### src/rtl/audio_dac_sample_buffer.sv
// Sample FIFO feeding the codec transceiver DAC path; inserts silence and counts underruns when starved.
// Latency: a write reaches dacdat_in two edges later when the buffer is empty; an advance shows the next sample one edge later.
// Backpressure: wr_ready drops when the FIFO holds DEPTH words; the output register adds one more slot.

// Generic synchronous FIFO with an occupancy count.
// Latency: a push is visible at pop_dat on the next cycle; there is no write-through to the read side.
// Backpressure: none internally; the caller gates push on full and pop on empty.
module sync_fifo #(
    parameter int W     = 32,
    parameter int DEPTH = 16,
    parameter int AW    = 4
) (
    input  logic          clk,
    input  logic          rst,
    input  logic          push,
    input  logic [W-1:0]  push_dat,
    input  logic          pop,
    output logic [W-1:0]  pop_dat,
    output logic [AW:0]   level
);
    localparam logic [AW:0]   LVL_ONE = (AW+1)'(1);
    localparam logic [AW-1:0] PTR_ONE = AW'(1);

    logic [W-1:0]  mem [DEPTH];
    logic [AW-1:0] wr_ptr;
    logic [AW-1:0] rd_ptr;

    assign pop_dat = mem[rd_ptr];

    always_ff @(posedge clk) begin
        if (push) begin
            mem[wr_ptr] <= push_dat;
        end
    end

    // Pointers are exactly AW bits wide, so they wrap modulo DEPTH.
    always_ff @(posedge clk or negedge rst) begin
        if (!rst) begin
            wr_ptr <= '0;
            rd_ptr <= '0;
            level  <= '0;
        end else begin
            if (push) begin
                wr_ptr <= wr_ptr + PTR_ONE;
            end
            if (pop) begin
                rd_ptr <= rd_ptr + PTR_ONE;
            end
            case ({push, pop})
                2'b10:   level <= level + LVL_ONE;
                2'b01:   level <= level - LVL_ONE;
                default: level <= level;
            endcase
        end
    end
endmodule

module audio_dac_sample_buffer #(
    parameter int WIDTH = 32,
    parameter int DEPTH = 16,
    parameter int AW    = 4,
    parameter int CNT_W = 16
) (
    input  logic             clk,
    input  logic             rst,
    input  logic [WIDTH-1:0] wr_data,
    input  logic             wr_valid,
    output logic             wr_ready,
    input  logic             mute,
    input  logic             clr_stats,
    input  logic             dacdat_req,
    output logic [WIDTH-1:0] dacdat_in,
    output logic [AW:0]      level,
    output logic             underrun,
    output logic [CNT_W-1:0] underrun_cnt
);
    localparam logic [AW:0]      FULL_LVL = (AW+1)'(DEPTH);
    localparam logic [CNT_W-1:0] CNT_ONE  = CNT_W'(1);

    typedef enum logic {
        S_EMPTY = 1'b0,
        S_FULL  = 1'b1
    } state_t;

    state_t           state_q;
    state_t           state_d;
    logic             req_d;
    logic             adv;
    logic             push;
    logic             pop;
    logic             fifo_empty;
    logic             underrun_d;
    logic [WIDTH-1:0] fifo_dat;
    logic [WIDTH-1:0] out_reg;
    logic [WIDTH-1:0] out_d;

    // Ready depends only on registered occupancy, so a pop cannot free a slot in the same cycle.
    assign wr_ready   = (level != FULL_LVL);
    assign push       = wr_valid & wr_ready;
    assign fifo_empty = (level == '0);
    assign adv        = dacdat_req & ~req_d;

    sync_fifo #(
        .W     (WIDTH),
        .DEPTH (DEPTH),
        .AW    (AW)
    ) u_fifo (
        .clk      (clk),
        .rst      (rst),
        .push     (push),
        .push_dat (wr_data),
        .pop      (pop),
        .pop_dat  (fifo_dat),
        .level    (level)
    );

    always_comb begin
        state_d    = state_q;
        out_d      = out_reg;
        pop        = 1'b0;
        underrun_d = 1'b0;
        case (state_q)
            S_EMPTY: begin
                // The transceiver takes whatever is on the bus; with nothing loaded that is silence.
                underrun_d = adv;
                if (!fifo_empty) begin
                    pop     = 1'b1;
                    out_d   = fifo_dat;
                    state_d = S_FULL;
                end
            end
            S_FULL: begin
                if (adv) begin
                    if (!fifo_empty) begin
                        pop   = 1'b1;
                        out_d = fifo_dat;
                    end else begin
                        out_d   = '0;
                        state_d = S_EMPTY;
                    end
                end
            end
            default: state_d = S_EMPTY;
        endcase
    end

    always_ff @(posedge clk or negedge rst) begin
        if (!rst) begin
            state_q      <= S_EMPTY;
            out_reg      <= '0;
            req_d        <= 1'b0;
            underrun     <= 1'b0;
            underrun_cnt <= '0;
        end else begin
            state_q  <= state_d;
            out_reg  <= out_d;
            req_d    <= dacdat_req;
            underrun <= underrun_d;
            if (clr_stats) begin
                underrun_cnt <= '0;
            end else if (underrun_d && (underrun_cnt != '1)) begin
                underrun_cnt <= underrun_cnt + CNT_ONE;
            end
        end
    end

    assign dacdat_in = mute ? '0 : out_reg;
endmodule
### config.mk
export PLATFORM = sky130hd
export DESIGN_NAME = audio_dac_sample_buffer
export DESIGN_NICKNAME = d
export VERILOG_FILES = /design/src/rtl/audio_dac_sample_buffer.sv
export SDC_FILE = /design/constraint.sdc
export NUM_CORES = 1
export LEC_CHECK = 0
export BUFFER_PORTS_ARGS = -buffer_cell sky130_fd_sc_hd__buf_2
export CELL_PAD_IN_SITES_DETAIL_PLACEMENT = 1
export CELL_PAD_IN_SITES_GLOBAL_PLACEMENT = 1
export CORE_AREA = 2 2 383 233
export DETAILED_ROUTE_END_ITERATION = 7
export DIE_AREA = 0 0 385 235
export PLACE_DENSITY = 0.51
export SYNTH_ARGS = -nofsm -noshare
export SYNTH_HDL_FRONTEND = slang
export SYNTH_SLANG_ARGS = --single-unit
### constraint.sdc
create_clock -name clk -period 9.91 [get_ports clk]
set_input_delay 2.4775 -clock clk [delete_from_list [all_inputs] [get_ports clk]]
set_output_delay 2.4775 -clock clk [all_outputs]
set_load 0.1 [all_outputs]
==> run_results.csv <==
group,metric,value,unit
outcome,status,"finished clean",
route,wirelength,57200,um
floorplan,fp.dieW,385,um
sta,holdWs,0.518,ns
route,vias_per_cell,4.53,
floorplan,core-area,86900,sq um
sta,drv_slew,0,
route,route.detailed.drc,0,
clock_network,cts-root-buf,"clkbuf_16",
global_routing,grt_usage,12.8,%
setup_path,startpoint_type,"primary input",
yosys,ys_warn_count,0,
placed_design,dp_slack,3.85,ns
sta,fin_crit_sh,60.6,%
setup_path,path_class,"primary input to primary output",
floorplan,start_util,25.9,%
yosys,synth_cells,1081,
yosys,yosys.cell_types.count,44,
setup_path,ff2ff_path_depth,5,
clock_network,post-cts-setup-buffers,0,
final_layout,largest_register_ffs,512,
worst_hold_path,hold_path_class,"flip-flop to flip-flop",
final_layout,area_growth,17.1,%
pwr,p_int,4960,uW
sta,rsz0062_at_grt,"no",
route,drt-pass1-iter-count,7,
pwr,swShare,32.3,%
yosys,syn_nets,1129,
final_layout,multiInputGateArea,5320,sq um
final_layout,drive_above_1_share,31.3,%
pwr,p_comb_share,27.8,%
pwr,power_density,278,nW/um^2
sta,period_needed,6.01,ns
yosys,yosysTopAreaCellShare,68.4,%
sta,final_hold_viol_count,0,
clock_network,cts_num_sinks,576,
floorplan,io-pin-count,93,
setup_path,arrival,3.53,ns
setup_path,critPathCaptureType,"primary output",
floorplan,die-area,90500,sq um
route,ant_nets,0,
yosys,synthesis.area,22500,sq um
sta,worst_pin_slew,0.935,ns
placed_design,gp_congestion,0.701,
yosys,ys.flop_type,"edfxtp_1",
global_routing,grt_pass1_vias,12000,
sta,max_freq,166,MHz
route,drtIter0Drc,819,
pwr,switchingPower,2370,uW
global_routing,grt_pass1_wl,84800,um
clock_network,insertion_delay,0.62,ns
placed_design,dp_hpwl,33200,um
floorplan,die_height,235,um
clock_network,hold_buffers,0,
pwr,power_frac_clock,28.7,%
clock_network,cts_tree,"built",
final_layout,fillers,8777,
placed_design,dp_cells,2309,
global_routing,antenna_found_initial,7,
global_routing,grt_overflow,0,
setup_path,required,7.43,ns
pwr,power,7320,uW
pwr,pwr-share-seq,43.6,%
setup_path,worstPathMaxFanout,32,
yosys,seq_area_frac_synth,75.6,%
yosys,synth_seq_cells,576,
route,wl_per_cell,23.6,um
sta,worst_slack,3.90,ns
pwr,vdd_drop_max,136,uV
clock_network,ctsResizeCount,0,
clock_network,clkTransAtPathRegs,0.07,ns
yosys,syn_area_per_cell,20.8,sq um
yosys,ys_top_cells_by_area,"edfxtp_1 68%, mux4_2 13%, dfrtp_1 7.1%",
sta,tns,0,ns
sta,skew,0.0199,ns
final_layout,register_area,17000,sq um
clock_network,cts_buffer_depth,3,
final_layout,layout.nets,1256,
yosys,async_reset_ff_share,11.1,%
job,max-cap-violations,0,
worst_hold_path,whs_path_depth,1,
floorplan,placementRows,84,
yosys,synth_top_area_cell,"edfxtp_1",
global_routing,grt_max_degree,52,
route,vias,11000,
clock_network,cts_buffers,58,
clock_network,htreeDepth,2,
pwr,total_leakage_power,0.00857,uW
yosys,synth_enable_flop_cells,512,
final_layout,final_cell_count_no_fill,2419,
sta,final-setup-viol-count,0,
sta,max-slew-margin-rel,37.6,%
placed_design,numPortBuffers,92,
## cells in the final DEF, fill, tap and decap left out, drive strengths merged, types with 12 or more instances in the layout
master,count
a21oi,17
a221o,33
buf,125
clkbuf,84
clkinv,18
dfrtp,64
edfxtp,512
inv,12
mux2,34
mux2i,33
mux4,128
nand2,17
nor2,51
nor2b,34
## power groups by stage
stage | Sequential [uW] | Combinational (uW) | Clock (uW)
4_1_cts | 3210 | 2080 | 2170
5_1_grt | 3230 | 2200 | 2250
3_3_place_gp | 3250 | 2070 | 0
3_5_place_dp | 3260 | 2080 | 0
2_1_floorplan | 3150 | 1550 | 0
6_report | 3190 | 2030 | 2100
## cell type report
type / instances / share of cell area, %
antenna: 1 / 0.00951
clock buffer: 84 / 6.17
clock inverter: 25 / 0.652
inverter: 10 / 0.143
multi-input combinational: 437 / 20.2
sequential: 576 / 64.6
tap: 1161 / 5.52
timing repair buffer: 125 / 2.70
## routing by layer
layer  share of wire, %  GRT usage [%]
met5                  0              0
met2                 45           19.4
met1                 49           19.0
met3                3.7           2.20
met4                1.8           2.82
## kinds of logic after synthesis
kind of cell    after synthesis  share of synthesized area [%]
xor+xnor                     11                          0.429
buf+inv                      68                           1.38
mux                         195                           16.0
simple gates                144                           3.36
compound gates               77                           2.72
fa+ha+maj                    10                          0.557
flops                       576                           75.6
## worst max-delay path, cell delays in order
cell,delay [ns]
buf_2,0.09
buf_4,0.28
nor2b_1,0.18
buf_2,0.44
## Yosys cell counts (6+ instances only)
cell / n
a21oi_1: 17
a221o_1: 33
buf_1: 8
buf_2: 11
clkbuf_1: 33
dfrtp_1: 64
edfxtp_1: 512
ha_1: 10
inv_1: 10
mux2_2: 34
mux2i_1: 33
mux4_2: 128
nand2_1: 17
nand2b_1: 6
nor2_1: 51
nor2b_1: 34
nor3_1: 6
o21ai_0: 6
o31ai_1: 11
or4_1: 9
xnor2_1: 8
## worst paths after layout
kind	start	to	slack [ns]
min reg2reg	req_d	underrun	0.52
min in group asynchronous	rst	out_reg[20]	1.82
max reg2reg	u_fifo.rd_ptr[1]	out_reg[5]	6.86
max	mute	dacdat_in[22]	3.90
min	req_d	underrun	0.52
max in group asynchronous	rst	u_fifo.rd_ptr[1]	6.90
## per-stage QoR
stage | cell area [sq um] | utilization (%)
floorplan | 22500 | -
global placement | 24500 | 28.2
detailed placement | 24500 | 28.2
CTS | 26300 | 30.3
global route | 26300 | 30.3
finish | 26300 | 30.3
(Power assumes the default switching activity.)
